### src/rtl/gfx_pkg.sv
// Shared definitions for the draw command path: opcodes, engine indices and
// the dispatcher state encoding.
package gfx_pkg;

  localparam int unsigned OPC_W   = 4;
  localparam int unsigned NUM_ENG = 3;

  localparam logic [OPC_W-1:0] OP_NOP      = 4'd0;
  localparam logic [OPC_W-1:0] OP_LINE     = 4'd1;
  localparam logic [OPC_W-1:0] OP_CIRCLE   = 4'd2;
  localparam logic [OPC_W-1:0] OP_FILLRECT = 4'd3;
  localparam logic [OPC_W-1:0] OP_SYNC     = 4'd4;

  localparam int unsigned ENG_LINE = 0;
  localparam int unsigned ENG_CIRC = 1;
  localparam int unsigned ENG_FILL = 2;

  typedef enum logic {
    S_RUN  = 1'b0,
    S_SYNC = 1'b1
  } disp_state_e;

  // One-hot engine select for a draw opcode; zero for NOP, SYNC and illegal codes.
  function automatic logic [NUM_ENG-1:0] op_engine(input logic [OPC_W-1:0] op);
    logic [NUM_ENG-1:0] eng;
    eng = '0;
    case (op)
      OP_NOP:      eng = '0;
      OP_LINE:     eng = NUM_ENG'(1) << ENG_LINE;
      OP_CIRCLE:   eng = NUM_ENG'(1) << ENG_CIRC;
      OP_FILLRECT: eng = NUM_ENG'(1) << ENG_FILL;
      default:     eng = '0;
    endcase
    return eng;
  endfunction

endpackage

### src/rtl/cmd_fifo.sv
// Command FIFO: synchronous, power-of-2 depth, pointer-based storage.
// Ports: i_push/i_wdata write side, i_pop read side (both ignored when
// full/empty respectively), o_head_data_c = oldest entry, o_full_c/o_empty_c
// flags from the registered count, o_count = registered occupancy.
module cmd_fifo #(
  parameter int unsigned WIDTH = 68,
  parameter int unsigned DEPTH = 4
) (
  input  logic                     clk,
  input  logic                     rst_,
  input  logic                     i_push,
  input  logic [WIDTH-1:0]         i_wdata,
  input  logic                     i_pop,
  output logic                     o_full_c,
  output logic                     o_empty_c,
  output logic [WIDTH-1:0]         o_head_data_c,
  output logic [$clog2(DEPTH):0]   o_count
);

  localparam int unsigned AW = $clog2(DEPTH);
  localparam int unsigned CW = AW + 1;

  logic [WIDTH-1:0] r_mem [DEPTH];
  logic [AW-1:0]    r_wptr;
  logic [AW-1:0]    r_rptr;
  logic             w_wr;
  logic             w_rd;

  assign o_full_c      = (o_count == CW'(DEPTH));
  assign o_empty_c     = (o_count == '0);
  assign o_head_data_c = r_mem[r_rptr];
  assign w_wr          = i_push & ~o_full_c;
  assign w_rd          = i_pop & ~o_empty_c;

  // Storage needs no reset; validity is tracked by the pointers and count.
  always_ff @(posedge clk) begin
    if (w_wr) begin
      r_mem[r_wptr] <= i_wdata;
    end
  end

  // Pointers wrap naturally because DEPTH is a power of 2.
  always_ff @(posedge clk or negedge rst_) begin
    if (!rst_) begin
      r_wptr  <= '0;
      r_rptr  <= '0;
      o_count <= '0;
    end else begin
      if (w_wr) r_wptr <= r_wptr + AW'(1);
      if (w_rd) r_rptr <= r_rptr + AW'(1);
      case ({w_wr, w_rd})
        2'b10:   o_count <= o_count + CW'(1);
        2'b01:   o_count <= o_count - CW'(1);
        default: o_count <= o_count;
      endcase
    end
  end

endmodule

### src/rtl/draw_cmd_dispatcher.sv
// Draw command dispatcher: buffers decoded commands and starts the line,
// circle and fill-rect engines strictly in order, tracking outstanding work.
// Ports: cmd_* = command input handshake; eng_start_out/eng_params_out =
// registered engine launch; eng_done_in = engine completion pulses;
// idle_out, err_out (sticky illegal-opcode / spurious-done), disp_count_out.
module draw_cmd_dispatcher
  import gfx_pkg::*;
#(
  parameter int unsigned NUM_ENGINES = 3,
  parameter int unsigned DEPTH       = 4,
  parameter int unsigned PARAM_W     = 64,
  parameter int unsigned CNT_W       = 16
) (
  input  logic                   clk,
  input  logic                   rst_,
  input  logic [OPC_W-1:0]       cmd_opcode,
  input  logic [PARAM_W-1:0]     cmd_params,
  input  logic                   cmd_rts_in,
  output logic                   cmd_rtr_out,
  output logic [NUM_ENGINES-1:0] eng_start_out,
  output logic [PARAM_W-1:0]     eng_params_out,
  input  logic [NUM_ENGINES-1:0] eng_done_in,
  output logic                   idle_out,
  output logic [1:0]             err_out,
  output logic [CNT_W-1:0]       disp_count_out
);

  localparam int unsigned CMD_W  = OPC_W + PARAM_W;
  localparam int unsigned FCNT_W = $clog2(DEPTH) + 1;

  logic                   w_push;
  logic                   w_pop;
  logic                   w_full;
  logic                   w_empty;
  logic [CMD_W-1:0]       w_head;
  logic [FCNT_W-1:0]      w_fifo_cnt;
  logic [OPC_W-1:0]       w_head_op;
  logic [PARAM_W-1:0]     w_head_params;
  logic [NUM_ENGINES-1:0] w_head_eng;
  logic [NUM_ENGINES-1:0] w_free;
  logic [NUM_ENGINES-1:0] w_out_after_done;
  logic [NUM_ENGINES-1:0] w_start;
  logic                   w_eval;
  logic                   w_sync_clear;
  logic                   w_illegal;
  logic                   w_sync_hold;

  logic [NUM_ENGINES-1:0] r_outstanding;
  logic                   r_fresh;
  disp_state_e            r_state;

  cmd_fifo #(
    .WIDTH (CMD_W),
    .DEPTH (DEPTH)
  ) u_fifo (
    .clk           (clk),
    .rst_          (rst_),
    .i_push        (w_push),
    .i_wdata       ({cmd_opcode, cmd_params}),
    .i_pop         (w_pop),
    .o_full_c      (w_full),
    .o_empty_c     (w_empty),
    .o_head_data_c (w_head),
    .o_count       (w_fifo_cnt)
  );

  assign cmd_rtr_out = ~w_full;
  assign w_push      = cmd_rts_in & ~w_full;
  assign idle_out    = (w_fifo_cnt == '0) & ~|r_outstanding;

  assign {w_head_op, w_head_params} = w_head;
  assign w_head_eng       = NUM_ENGINES'(op_engine(w_head_op));
  assign w_illegal        = (w_head_op > OP_SYNC);
  assign w_free           = ~r_outstanding | eng_done_in;
  assign w_out_after_done = r_outstanding & ~eng_done_in;
  assign w_sync_clear     = ~|w_out_after_done;

  // A command written on the previous edge sits as head for one cycle before
  // it is evaluated; older entries are evaluated as soon as they reach head.
  assign w_eval = ~w_empty & ~r_fresh;

  // Dispatch decode for the head entry; at most one pop per cycle.
  always_comb begin
    w_pop       = 1'b0;
    w_start     = '0;
    w_sync_hold = 1'b0;
    if (w_eval) begin
      if ((r_state == S_SYNC) || (w_head_op == OP_SYNC)) begin
        w_pop       = w_sync_clear;
        w_sync_hold = ~w_sync_clear;
      end else if (|w_head_eng) begin
        if (|(w_head_eng & w_free)) begin
          w_pop   = 1'b1;
          w_start = w_head_eng;
        end
      end else begin
        // NOP and illegal opcodes are simply retired.
        w_pop = 1'b1;
      end
    end
  end

  // State, outstanding tracking and all registered outputs.
  always_ff @(posedge clk or negedge rst_) begin
    if (!rst_) begin
      r_state        <= S_RUN;
      r_fresh        <= 1'b0;
      r_outstanding  <= '0;
      eng_start_out  <= '0;
      eng_params_out <= '0;
      err_out        <= '0;
      disp_count_out <= '0;
    end else begin
      r_fresh       <= w_push & (w_fifo_cnt == FCNT_W'(w_pop));
      // A start on the same edge as a done keeps the engine marked busy.
      r_outstanding <= w_out_after_done | w_start;
      eng_start_out <= w_start;
      if (|w_start) begin
        eng_params_out <= w_head_params;
        disp_count_out <= disp_count_out + CNT_W'(1);
      end
      if (w_eval & w_illegal & (r_state == S_RUN)) begin
        err_out[0] <= 1'b1;
      end
      if (|(eng_done_in & ~r_outstanding & ~w_start)) begin
        err_out[1] <= 1'b1;
      end
      case (r_state)
        S_RUN:   if (w_sync_hold) r_state <= S_SYNC;
        S_SYNC:  if (w_pop) r_state <= S_RUN;
        default: r_state <= S_RUN;
      endcase
    end
  end

endmodule

### config.mk
export PLATFORM = sky130hd
export DESIGN_NAME = draw_cmd_dispatcher
export DESIGN_NICKNAME = d
export VERILOG_FILES = /design/src/rtl/gfx_pkg.sv /design/src/rtl/cmd_fifo.sv /design/src/rtl/draw_cmd_dispatcher.sv
export SDC_FILE = /design/constraint.sdc
export NUM_CORES = 1
export LEC_CHECK = 0
export ABC_AREA = 1
export CAP_MARGIN = 0
export CORE_ASPECT_RATIO = 0.9
export CORE_MARGIN = 2
export CORE_UTILIZATION = 60
export CTS_CLUSTER_DIAMETER = 50
export CTS_CLUSTER_SIZE = 24
export DETAILED_ROUTE_END_ITERATION = 10
export PLACE_DENSITY = 0.84
export RECOVER_POWER = 50
export SETUP_SLACK_MARGIN = 0.02
export SYNTH_ARGS = -nofsm -noshare
export SYNTH_HDL_FRONTEND = slang
export SYNTH_HIERARCHICAL = 1
export SYNTH_SLANG_ARGS = --single-unit
### constraint.sdc
create_clock -name clk -period 11.15 [get_ports clk]
set_clock_uncertainty 0.05 [all_clocks]
set_input_delay 1.115 -clock clk [delete_from_list [all_inputs] [get_ports clk]]
set_output_delay 1.115 -clock clk [all_outputs]
set_load 0.02 [all_outputs]
==> impl_metrics.yaml, run 1 <==
status:
  status: "finished, violations left"
  violations: "capacitance limit, slew limit"
floorplan:
  num_io_pins: 161
  die_x_um: 174
  std_cell_rows: 55
  core_um2: 25300
  start_util: 0.614
  die_y_um: 157
  die_area_um2: 27200
clocking:
  cts_sinks: 369
  clock_path_buffers: 3
  htree_levels: 1
  numCtsBuffers: 31
  clockRootBuffer: "clkbuf_16"
  ctsHoldBuffers: 0
  clkLatencyLatePin_ps: 570
  cts_resized: 0
  cts_tree: "done"
  clk_pin_slew_ps: 70
  post_cts_buffers: 0
place:
  portBuffers: 160
  gp_congestion: 0.832
  hpwl_um: 18100
timing:
  worst_pin_slew_ps: 3740
  post-route-min-period_ps: 5760
  grt_setup_unrepaired: "no"
  fin_crit_sh: 0.516
  maxSlewViolCount: 100
  fmax_mhz: 174
  hold_viol: 0
  setup_viol: 0
  max_slew_margin: -1.49
  fin_setup_tns_ps: 0
logic_synthesis:
  synth_seq_area_share: 0.681
  synth_common_cells: "nand2_1, edfxtp_1, inv_1"
  syn_nets: 1423
  yosys_warnings: 6
  syn_avg_cell_area_um2: 11.6
  synth_cell_type_count: 28
  synthTopCellsByArea: "edfxtp_1, dfrtp_1, nand2_1"
  ys.flop_type: "edfxtp_1"
  ys_ff_latch: 369
  synth-edff-count: 272
  synth_top_area_share: 0.525
  synth_area_um2: 15600
  syn-instance-count: 1342
  synthArstFlopShare: 0.263
  yosysMostFrequentCell: "nand2_1"
  synth_top_cell_by_area: "edfxtp_1"
power:
  p_leak_nw: 7.63
  power_density_nw_per_um2: 275
  ir_drop_uv: 231
setup_path:
  path_depth: 2
  worstPathCellList: "clkbuf_1 > clkbuf_1"
  r2r_end: "eng_params_out[50]$_DFFE_PN0P_"
  crit_required_ps: 10620
  endpoint_kind: "async pin"
  worstRegToRegCells: 10
  cp-start-kind: "input port"
  worst-path-max-fanout: 64
  arrival_ps: 5230
  critPathKind: "input port to async pin"
  crit_top_cell: "clkbuf_1"
  crit_buf_inv: 2
  critPathTopFamily: "buffers and inverters"
  crit-reg2reg-launch: "u_fifo/r_rptr[0]$_DFFE_PN0P_"
  r2r_slack_ps: 6470
  max_stage_delay_ps: 2740
  crit_slowest_cell: "clkbuf_1"
grt:
  grt_pass1_wl_um: 51400
  antenna_found_initial: 5
  first_global_vias: 9959
  track_usage: 0.241
  grt_max_degree: 152
  gr-total-overflow: 0
min_path:
  hold_path_end: "err_out[1]$_DFFE_PN0P_"
  hold_path.class: "flip-flop to flip-flop"
  min-delay-start: "err_out[1]$_DFFE_PN0P_"
  min_delay_path_depth: 2
drt:
  vias: 10300
  drt_wl_total_um: 32600
  antenna_left: 0
  viasPerCell: 5.60
  drc: 0
  drt_iter0_drc: 766
  dr.pass1.iters: 5
  routedWlPerCell_um: 17.8
run:
  drv_cap: 2
cells_and_area:
  area_growth_pct: 16.4
  fin_nets: 1546
  finish.utilization: 0.715
  drive_above_1_share: 0.0510
==> layout make-up <==
class,instances,area [um^2]
clock inverter,22,265
antenna,2,5.00
multi-input combinational,712,3660
fill,1717,7220
inverter,181,684
sequential,369,10600
clock buffer,36,805
tap,342,428
timing repair buffer,170,1670
==> placed cells by master, fill, tap and decap left out, types with 2 or more instances in the layout <==
cell type	instances
xnor2_1	8
nand4_1	85
diode_2	2
dfrtp_1	96
nor2_4	3
nand2_1	406
clkbuf_16	31
o211ai_1	136
inv_8	3
inv_1	179
ha_1	6
nor3_1	4
clkbuf_1	6
nor2_2	2
clkinv_4	4
buf_4	9
clkdlybuf4s50_1	60
dlygate4sd3_1	99
nand3_1	19
inv_6	7
o21ai_0	2
xor2_1	7
nor2_1	23
edfxtp_1	272
clkinv_8	3
bufinv_16	2
nand2_4	3
clkinvlp_4	2
==> per-layer routing <==
layer  wire, um  track usage  vias up
li1           -            -     4858
met1      13300        0.317     4948
met2      16300        0.416      393
met3       2250       0.0367       65
met4        749       0.0784        4
met5         27            0        -
==> per-stage QoR <==
step	hold WS, ps	std cells	power [mW]	cell area [um^2]	setup slack, ps
after CTS	457	1832	5.02	18100	6460
after global placement	445	1774	3.82	17000	6680
after floorplan	422	1342	3.41	15600	6260
after global routing	495	1833	5.27	18100	4280
final	463	1834	4.98	18100	5390
after detailed placement	445	1774	3.90	17000	6480
==> report_power, final <==
group | internal [mW] | switching (mW) | leakage, nW
Combinational | 0.619 | 1.24 | 3.40
Clock | 0.591 | 0.521 | 0.514
Sequential | 1.85 | 0.152 | 3.72
==> how the worst max path moves through the flow <==
stage          slack, ps                        endpoint                         start
4_1_cts             6460  eng_params_out[53]$_DFFE_PN0P_  u_fifo/r_rptr[0]$_DFFE_PN0P_
3_5_place_dp        6480  eng_params_out[53]$_DFFE_PN0P_  u_fifo/r_rptr[0]$_DFFE_PN0P_
6_report            5390    u_fifo/r_rptr[1]$_DFFE_PN0P_                          rst_
3_3_place_gp        6680  eng_params_out[46]$_DFFE_PN0P_  u_fifo/r_rptr[0]$_DFFE_PN0P_
5_1_grt             4280    u_fifo/r_rptr[1]$_DFFE_PN0P_                          rst_
2_1_floorplan       6260    u_fifo/r_mem[0][0]$_DFFE_PP_                    cmd_rts_in
==> flip-flops by register name (all words and copies together) (netlist names) <==
| signal | count |
|---|---|
| err_out | 2 |
| u_fifo/r_rptr | 2 |
| r_outstanding | 3 |
| u_fifo/r_wptr | 2 |
| r_fresh | 1 |
| u_fifo/o_count | 3 |
| r_state | 1 |
| u_fifo/r_mem | 272 |
| eng_start_out | 3 |
| disp_count_out | 16 |
| eng_params_out | 64 |
==> kinds of logic (layout without fill, tap and decap cells) <==
logic type                 count (synthesis)  in the layout  synth area share
adders and majority gates                  7              7           0.00611
buffers and inverters                    261            409            0.0869
AOI/OAI and AO/OA                        142            142            0.0682
xor gates and xnor gates                  15             15           0.00844
DFF                                      369            369             0.681
other                                      0              2                 0
and+or+nand+nor                          548            548             0.149
Note: power is estimated with default switching activity, not from simulation.
==> run 2, diff against run 1 <==
--- a/config.mk
+++ b/config.mk
@@ -9,11 +9,11 @@
 export CAP_MARGIN = 0
 export CORE_ASPECT_RATIO = 0.9
 export CORE_MARGIN = 2
-export CORE_UTILIZATION = 60
+export CORE_UTILIZATION = 57
 export CTS_CLUSTER_DIAMETER = 50
 export CTS_CLUSTER_SIZE = 24
 export DETAILED_ROUTE_END_ITERATION = 10
-export PLACE_DENSITY = 0.84
+export PLACE_DENSITY = 0.8
 export RECOVER_POWER = 50
 export SETUP_SLACK_MARGIN = 0.02
 export SYNTH_ARGS = -nofsm -noshare
==> constraint.sdc (replaced) <==
create_clock -name clk -period 5.7 [get_ports clk]
set_clock_uncertainty 0.05 [all_clocks]
set_input_delay 0.57 -clock clk [delete_from_list [all_inputs] [get_ports clk]]
set_output_delay 0.57 -clock clk [all_outputs]
set_load 0.02 [all_outputs]
==> run 2 against run 1 <==
The flow still finishes with violations (capacitance limit, slew limit). Global-route usage is 0.77 points lower. Clock power is 91% higher. First-iteration DRC count up 16%. Setup slack got worse by 4400 ps. Clock-buffer cell count is 4 lower. Sequential share of layout area barely moved.
==> impl_metrics.yaml, run 2 (synthesized netlist as in run 1, its figures left out) <==
floorplan:
  num_io_pins: 161
  die_x_um: 178
  die_area_um2: 28600
  core_um2: 26900
  start_util: 0.579
  die_y_um: 161
  std_cell_rows: 57
min_path:
  hold_path.class: "flip-flop to flip-flop"
grt:
  grtUsageMet3: 0.0329
  grt_max_degree: 174
  gr-max-usage-layer: "met2"
  first_global_vias: 10000
  antenna_found_initial: 4
  use_met1: 0.306
  grt_pass1_wl_um: 52100
  track_usage: 0.233
  gr-total-overflow: 0
  met2_usage: 0.400
place:
  postPlaceCellArea_um2: 17100
  gp_congestion: 0.868
  hpwl_um: 19600
  portBuffers: 160
drt:
  drc: 0
  dr.pass1.iters: 5
  antenna_left: 0
  viasPerCell: 5.62
  routedWlPerCell_um: 18.0
  vias: 10400
  drt_iter0_drc: 891
  drt_wl_total_um: 33300
clocking:
  cts_tree: "done"
  cts_sinks: 369
  clk_pin_slew_ps: 70
  htree_levels: 1
  numCtsBuffers: 30
  clock_path_buffers: 3
  clockRootBuffer: "clkbuf_16"
  clkLatencyLatePin_ps: 580
cells_and_area:
  most-common-layout-cells: "nand2_1, edfxtp_1, inv_1, o211ai_1, dlygate4sd3_1"
  multi_input_area_um2: 3660
  area_growth_pct: 16.4
  stdcell_area_um2: 18100
  final_common_cell: "nand2_1"
  largest_reg_flops: 272
  fin_nets: 1547
  finish.utilization: 0.674
  top_register: "u_fifo/r_mem"
  seq_area_um2: 10600
  reg_top3: "u_fifo/r_mem (272), eng_params_out (64), disp_count_out (16)"
  fill_cells: 1825
  drive_above_1_share: 0.0537
power:
  power_density_nw_per_um2: 535
  ir_drop_uv: 425
  p_leak_nw: 7.64
  power_mw: 9.68
status:
  status: "finished, violations left"
  violations: "capacitance limit, slew limit"
setup_path:
  critPathKind: "flip-flop to flip-flop"
  endpoint_kind: "flip-flop"
  crit_required_ps: 6100
  cp-start-kind: "flip-flop"
  arrival_ps: 5090
  worst-path-max-fanout: 84
  r2r_slack_ps: 1010
timing:
  fin_crit_sh: 0.823
  hold_viol: 0
  max_slew_margin: -0.844
  fin_setup_tns_ps: 0
  fmax_mhz: 213
  worst_pin_slew_ps: 2770
  grt_setup_unrepaired: "no"
  maxSlewViolCount: 49
  post-route-min-period_ps: 4690
  setup_viol: 0
run:
  drv_cap: 1
==> run 2: repair_timing <==
item,in CTS,in global routing
gates resized for setup,0,0
endpoints found under the hold margin,31,0
setup buffers,0,0
setup endpoints to repair,0,0
hold buffers,1,0
==> run 2: where the power goes <==
group | switching [mW] | internal, mW | leakage (nW)
sequential | 0.315 | 3.61 | 3.72
combinational | 2.44 | 1.20 | 3.43
clock | 1.04 | 1.07 | 0.487
total | 3.79 | 5.89 | 7.64
==> run 2: worst max-delay path, stage by stage, from the launching register on <==
cell and delay [ps]:
dfrtp_2 900, inv_2 420, o211ai_1 240, nand2_1 160
o21ai_2 190, o21a_2 200, nor2_1 70, nand2_4 740
nand3_4 1070, nand2_1 410, nand2_1 90
==> run 2: path summary, 6_finish.rpt <==
path / depth (start not counted) / to / from
setup / recovery: 10 / eng_params_out[40]$_DFFE_PN0P_ / u_fifo/r_rptr[1]$_DFFE_PN0P_
hold / removal: 1 / err_out[0]$_DFFE_PN0P_ / err_out[0]$_DFFE_PN0P_
setup reg to reg: 10 / eng_params_out[40]$_DFFE_PN0P_ / u_fifo/r_rptr[1]$_DFFE_PN0P_
hold reg to reg: 1 / err_out[0]$_DFFE_PN0P_ / err_out[0]$_DFFE_PN0P_
max in group asynchronous: 3 / u_fifo/r_rptr[1]$_DFFE_PN0P_ / rst_
min in group asynchronous: 2 / disp_count_out[3]$_DFFE_PN0P_ / rst_
==> run 2: metal layers <==
layer | wire, um | vias up | part of all wire
met1 | 13300 | 5059 | 0.40
met5 | 22 | - | 0.00066
met4 | 977 | 4 | 0.029
li1 | - | 4853 | -
met2 | 16700 | 385 | 0.50
met3 | 2280 | 76 | 0.069
==> run 2: layout make-up <==
class,count,area share
antenna,2,0.000276
clock buffer,32,0.0419
clock inverter,24,0.0149
inverter,181,0.0379
multi-input combinational,712,0.202
sequential,369,0.585
tap,354,0.0245
timing repair buffer,172,0.0931
==> run 2: metrics by stage <==
step	cells	setup WS [ps]	hold WS (ps)
floorplan	1342	1290	224
finish	1846	1010	448
detailed placement	1787	965	422
global placement	1787	1160	394
global route	1846	637	456
CTS	1844	955	442
==> run 3, diff against run 2 <==
--- a/config.mk
+++ b/config.mk
@@ -9,11 +9,11 @@
 export CAP_MARGIN = 0
 export CORE_ASPECT_RATIO = 0.9
 export CORE_MARGIN = 2
-export CORE_UTILIZATION = 57
+export CORE_UTILIZATION = 51
 export CTS_CLUSTER_DIAMETER = 50
 export CTS_CLUSTER_SIZE = 24
 export DETAILED_ROUTE_END_ITERATION = 10
-export PLACE_DENSITY = 0.8
+export PLACE_DENSITY = 0.76
 export RECOVER_POWER = 50
 export SETUP_SLACK_MARGIN = 0.02
 export SYNTH_ARGS = -nofsm -noshare
==> constraint.sdc (replaced) <==
create_clock -name clk -period 3.91 [get_ports clk]
set_clock_uncertainty 0.05 [all_clocks]
set_input_delay 0.391 -clock clk [delete_from_list [all_inputs] [get_ports clk]]
set_output_delay 0.391 -clock clk [all_outputs]
set_load 0.02 [all_outputs]
==> run 3 against run 2 <==
The run still ends with capacitance limit, slew limit left. First-iteration DRC count is 17% lower. Largest cell class unchanged. Highest routed layer unchanged. Die area grew 11%. Critical path depth up 2. Via count is 3.5% lower.
==> impl_metrics.yaml, run 3 (synthesized netlist as in run 1, its figures left out) <==
status:
  status: "finished, violations left"
  violations: "capacitance limit, slew limit"
timing:
  maxSlewViolCount: 64
  post-route-min-period_ps: 3380
  fin_ws_ps: 528
  fin_crit_sh: 0.865
  fmax_mhz: 296
  worst_pin_slew_ps: 1900
  timing.hold.ws_ps: 416
  hold_viol: 0
  max_slew_margin: -0.269
  grt_setup_unrepaired: "no"
  fin_setup_tns_ps: 0
  setup_viol: 0
place:
  hpwl_um: 19000
  portBuffers: 160
  postPlaceCellArea_um2: 17200
  dp.cells: 1843
  gp_congestion: 0.787
  place_ws_ps: 583
setup_path:
  critPathKind: "flip-flop to flip-flop"
  critPathTopFamily: "simple AND/OR/NAND/NOR gates"
  crit_top_cell: "nand2_1"
  cp-startpoint: "u_fifo/r_rptr[0]$_DFFE_PN0P_"
  r2r_slack_ps: 530
  worst-path-max-fanout: 102
  worstPathCellList: "inv_8 > nand2_1 > o211ai_1 > nand2_1 > o21ai_2 > o21a_2 > nor2_1 > nand2_4 > nand3_4 > buf_12 > nand2_1 > nand2_1"
  worstRegToRegCells: 12
  crit-reg2reg-launch: "u_fifo/r_rptr[0]$_DFFE_PN0P_"
  max_stage_delay_ps: 570
  crit_required_ps: 4230
  endpoint_kind: "flip-flop"
  crit_buf_inv: 2
  cp-start-kind: "flip-flop"
  r2r_end: "eng_params_out[62]$_DFFE_PN0P_"
  crit_slowest_cell: "nand3_4"
  arrival_ps: 3710
cells_and_area:
  area_growth_pct: 18.2
  stdcell_area_um2: 18400
  reg_top3: "u_fifo/r_mem (272), eng_params_out (64), disp_count_out (16)"
  fin_nets: 1558
  seq_area_um2: 10600
  most-common-layout-cells: "nand2_1, edfxtp_1, inv_1, o211ai_1, dlygate4sd3_1"
  drive_above_1_share: 0.0593
  instances_no_fill: 1908
  fill_cells: 2293
  largest_reg_flops: 272
  final_common_cell: "nand2_1"
  top_register: "u_fifo/r_mem"
  multi_input_area_um2: 3660
  finish.utilization: 0.614
grt:
  track_usage: 0.210
  grt_pass1_wl_um: 52300
  gr-max-usage-layer: "met2"
  met2_usage: 0.361
  gr-total-overflow: 0
  antenna_found_initial: 6
  grtUsageMet3: 0.0397
  grt_max_degree: 103
  use_met1: 0.272
  first_global_vias: 9839
drt:
  drt_iter0_drc: 736
  dr.pass1.iters: 5
  antenna_left: 0
  viasPerCell: 5.25
  drc: 0
  drt_wl_total_um: 33100
  vias: 10000
  routedWlPerCell_um: 17.4
power:
  p_leak_nw: 7.74
  ir_drop_uv: 429
  power_mw: 14.3
  power_density_nw_per_um2: 780
min_path:
  min-delay-start: "err_out[1]$_DFFE_PN0P_"
  hold_path.class: "flip-flop to flip-flop"
  hold_path_end: "err_out[1]$_DFFE_PN0P_"
  min_delay_path_depth: 2
clocking:
  post_cts_buffers: 0
  numCtsBuffers: 34
  clk_pin_slew_ps: 80
  htree_levels: 2
  clock_path_buffers: 3
  clkLatencyLatePin_ps: 520
  cts_tree: "done"
  clockRootBuffer: "clkbuf_16"
  cts_sinks: 369
floorplan:
  die_area_um2: 31900
  core_um2: 30000
  start_util: 0.519
  die_x_um: 188
  num_io_pins: 161
  std_cell_rows: 60
  die_y_um: 170
run:
  drv_cap: 1
## run 3: tightest hold or removal path, delay by kind of cell, from the launching register on
family	cells	cell delay [ps]
and+or+nand+nor	1	50
DFF	1	340
AOI/OAI and AO/OA	1	40
## run 3: what timing repair did
item / in CTS / in global routing
resized for setup: 0 / 0
hold buffers: 1 / 0
setup endpoints to repair: 0 / 0
endpoints found under the hold margin: 4 / 0
## run 3: worst max-delay path by stage
stage / end / slack, ps / cells after the start
floorplan: u_fifo/r_mem[0][0]$_DFFE_PP_ / -500 / 6
global placement: eng_params_out[62]$_DFFE_PN0P_ / 700 / 12
detailed placement: disp_count_out[3]$_DFFE_PN0P_ / 580 / 12
CTS: eng_params_out[62]$_DFFE_PN0P_ / 510 / 12
global route: eng_params_out[62]$_DFFE_PN0P_ / 160 / 12
finish: eng_params_out[62]$_DFFE_PN0P_ / 530 / 12
## run 3: area by class of cell
| cell class | instances | share of cell area |
|---|---|---|
| antenna | 3 | 0.000408 |
| multi-input combinational | 712 | 0.199 |
| clock buffer | 40 | 0.0514 |
| tap | 403 | 0.0274 |
| clock inverter | 21 | 0.0107 |
| timing repair buffer | 179 | 0.0970 |
| inverter | 181 | 0.0374 |
| sequential | 369 | 0.576 |
## run 3: metal layers
metal	up-vias	wire (um)
li1	4867	-
met1	4808	14400
met2	275	15900
met3	57	2070
met4	6	720
met5	-	39
## run 3: where the power goes
part	internal [mW]	total [mW]	switching, mW
logic	1.80	5.38	3.58
clock network	1.80	3.30	1.50
registers	5.27	5.67	0.397
total	8.87	14.3	5.47
==> RTL change 1, RTL diff (config.mk and constraints of run 2) <==
The parameter `PARAM_W` goes from 64 to 72.
--- a/src/rtl/draw_cmd_dispatcher.sv
+++ b/src/rtl/draw_cmd_dispatcher.sv
@@ -8,7 +8,7 @@
 #(
   parameter int unsigned NUM_ENGINES = 3,
   parameter int unsigned DEPTH       = 4,
-  parameter int unsigned PARAM_W     = 64,
+  parameter int unsigned PARAM_W     = 72,
   parameter int unsigned CNT_W       = 16
 ) (
   input  logic                   clk,
Ports: changed (resized cmd_params and eng_params_out); port bits go from 161 to 177. No check against the original RTL was run, so the function may have changed too.
==> RTL change 1 against run 2 <==
Routed wire length grew 13%; setup slack improved by 1.1 ns; cell area grew 11%; die area increased by 8.6%; combinational power increased by 9.1%; area after synthesis increased by 8.8%; the run still ends with max-capacitance violations, max-slew violations left; sequential cell count up 40; total power grew 13%; critical endpoint is now u_fifo/o_count[2]$_DFFE_PN0P_.
==> RTL change 1: results <==
set metrics [dict create \
    report.final.slew_viol_count 54 \
    synth_edf_count 304 \
    finalWeightedCongestion 0.854 \
    place.port_buffers 176 \
    nNetsFinal 1702 \
    net_count_after_synthesis 1561 \
    post_synth_fa_ha_maj_area_fraction_pct 0.562 \
    clock_latency_ns 0.53 \
    cp_slowest_cell "sky130_fd_sc_hd__inv_8" \
    critical_path.reg2reg.startpoint "u_fifo/r_rptr[0]$_DFFE_PN0P_" \
    timing.max_cap.violations 1 \
    timing.critical_path.arrival_ns 3.95 \
    reg2regPathDepth 18 \
    worstHoldStart "err_out[1]$_DFFE_PN0P_" \
    cts_buffers 37 \
    synth.area.top_cells "sky130_fd_sc_hd__edfxtp_1 54%, sky130_fd_sc_hd__dfrtp_1 16%, sky130_fd_sc_hd__nand2_1 9.9%" \
    post_synth_xor_area_fraction_pct 0.776 \
    cts_htree_levels 2 \
    top_layer "met4" \
    netSwitchingFraction_pct 38.3 \
    synth_async_sr_flop_share_pct 25.7 \
    vias_in_the_first_global_route 11030 \
    wl_per_cell_um 18.5 \
    worst-path-max-fanout 173 \
    worst_r2r_endpoint "u_fifo/o_count[2]$_DFFE_PN0P_" \
    global_route.usage.met2_pct 40.9 \
    m1WireLength_um 15400 \
    critPathCapture "u_fifo/o_count[2]$_DFFE_PN0P_" \
    slew-limit-headroom_pct -106 \
    status "complete, but fails checks" \
    violated_checks "max-capacitance violations, max-slew violations" \
    hold_end "err_out[1]$_DFFE_PN0P_" \
    dr.first_iter.drc_count 932 \
    synth_compound_area_share_pct 6.98 \
    grt_util_all_layers_pct 24.3 \
    p_leak_nw 8.46 \
]
## RTL change 1: changes by cell type in the layout (fill, tap and decap cells not counted), moves of 5 or more
cell / delta
sky130_fd_sc_hd__nand4_1: +8
sky130_fd_sc_hd__inv_1: +17
sky130_fd_sc_hd__edfxtp_1: +32
sky130_fd_sc_hd__buf_4: +5
sky130_fd_sc_hd__clkbuf_16: +7
sky130_fd_sc_hd__dfrtp_1: +8
sky130_fd_sc_hd__nand2_1: +38
sky130_fd_sc_hd__o211ai_1: +16
sky130_fd_sc_hd__dlygate4sd3_1: +11
## RTL change 1: layout make-up
type,instances,share of cell area [%]
Antenna cell,6,0.0747
Clock buffer,42,4.75
Clock inverter,22,1.41
Inverter,199,3.76
Multi-Input combinational cell,775,19.8
Sequential cell,409,58.5
Tap cell,396,2.46
Timing Repair Buffer,191,9.29
==> RTL change 2, RTL diff (config.mk and constraints of run 2) <==
Made on the original files. Make the reset (`rst_`) synchronous in 2 clocked blocks.
--- a/src/rtl/cmd_fifo.sv
+++ b/src/rtl/cmd_fifo.sv
@@ -40,7 +40,7 @@
   end
 
   // Pointers wrap naturally because DEPTH is a power of 2.
-  always_ff @(posedge clk or negedge rst_) begin
+  always_ff @(posedge clk) begin
     if (!rst_) begin
       r_wptr  <= '0;
       r_rptr  <= '0;
--- a/src/rtl/draw_cmd_dispatcher.sv
+++ b/src/rtl/draw_cmd_dispatcher.sv
@@ -101,7 +101,7 @@
   end
 
   // State, outstanding tracking and all registered outputs.
-  always_ff @(posedge clk or negedge rst_) begin
+  always_ff @(posedge clk) begin
     if (!rst_) begin
       r_state        <= S_RUN;
       r_fresh        <= 1'b0;
Function: differs if rst_ is asserted again (counterexample within 4 cycles, from zero or initial values and one cycle with rst_ low); with rst_ held inactive, the same outputs for 4 cycles.
==> RTL change 2 against run 2 <==
The run still ends with max-capacitance violations, max-slew violations left; setup slack worse by 0.20 ns; final cell count fell by 5.1%; routed wire length rose by 4.5%; via count is 1.6% higher; total power is 16% lower; count of clock-buffer cells in the layout up 12; critical path depth down 1; first-iteration DRC count grew 55%; area after synthesis fell by 6.9%; sequential cell count increased by 2; cell area decreased by 3.7%; sequential power decreased by 7.9%; critical path type unchanged; largest cell class unchanged; highest routed layer is now met4.
==> RTL change 2: results <==
set metrics [dict create \
    detailroute.via_count 10546 \
    fraction_of_layout_instances_using_a_drive_strength_above_1_pct 6.33 \
    post_synth_xor_area_fraction_pct 0.484 \
    post_synth_fa_ha_maj_area_fraction_pct 0.656 \
    grt_util_all_layers_pct 26.0 \
    synth-seq-area-share_pct 70.1 \
    nNetsFinal 1460 \
    cts_buffers 34 \
    grt_start_max_net_pins 86 \
    synth_async_sr_flop_share_pct 0 \
    final_cells 1751 \
    finalWeightedCongestion 0.857 \
    antenna_found_initial 3 \
    syn_area_per_cell_um2 11.5 \
    final.fill_count 1760 \
    synth_compound_area_share_pct 10.9 \
    grt_first_pass_wirelength_um 53800 \
    numPlacedInstances 1685 \
    dr.first_iter.drc_count 1385 \
    dr.pass1.iters 8 \
    area_growth_syn_to_layout_pct 20.4 \
    violated_checks "max-capacitance violations, max-slew violations" \
    status "complete, but fails checks" \
    cts_htree_levels 2 \
    placed_cell_area_um2 16200 \
    final_routed_wirelength_across_all_metal_layers_um 34800 \
    report.final.slew_viol_count 29 \
    clock_latency_ns 0.51 \
    timing.max_cap.violations 1 \
    net_count_after_synthesis 1336 \
]
-- RTL change 2: changes by cell type in the layout (fill, tap and decap cells not counted), sizes merged, moves of 5 or more --
cell                  run 2  this run
a21oi                     1        90
dfrtp                    97         0
xnor2                     8         1
inv                     193        63
clkinvlp                  5         0
o21ai                     3       139
dlygate4sd3             110       155
nand2                   409       134
clkdlybuf4s50            50         5
o22ai                     0        68
clkbuf                   34        44
dfxtp                     0        99
nor2                     28       176
o211ai                  136         0
-- RTL change 2: logic make-up after synthesis --
family	after synthesis
simple gates	432
flops	371
compound gates	298
buf+inv	139
xor+xnor	8
fa+ha+maj	7
-- RTL change 2: path summary, 6_finish.rpt --
kind	to	cells past startpoint	slack (ns)	startpoint
worst min-delay path	err_out[0]$_SDFFE_PN0P_	1	0.42	err_out[0]$_SDFFE_PN0P_
worst min register to register	err_out[0]$_SDFFE_PN0P_	1	0.42	err_out[0]$_SDFFE_PN0P_
worst max-delay path	eng_params_out[17]$_SDFFE_PN0P_	9	0.81	flip-flop
worst max register to register	eng_params_out[17]$_SDFFE_PN0P_	9	0.81	flip-flop
-- RTL change 2: metal layers --
metal,global-route usage [%],vias to the layer above,share of wire [%]
met1,35.7,5165,41
met3,4.48,58,9.1
met2,42.2,535,48
li1,-,4788,-
met5,0,-,0
met4,9.20,0,2.0
-- RTL change 2: layout make-up --
cell class                 instances  share of cell area (%)
antenna                            4                  0.0574
clock buffer                      44                    5.78
clock inverter                    18                    1.08
inverter                          53                    1.18
multi-input combinational        745                    21.4
sequential                       371                    58.2
tap                              342                    2.45
timing repair buffer             174                    9.86
-- RTL change 2: where the power goes --
part           switching, mW  internal [mW]  total (mW)
Sequential             0.231           3.39        3.62
Clock                   1.02           1.38        2.40
Combinational           1.46          0.661        2.12
Total                   2.71           5.43        8.14
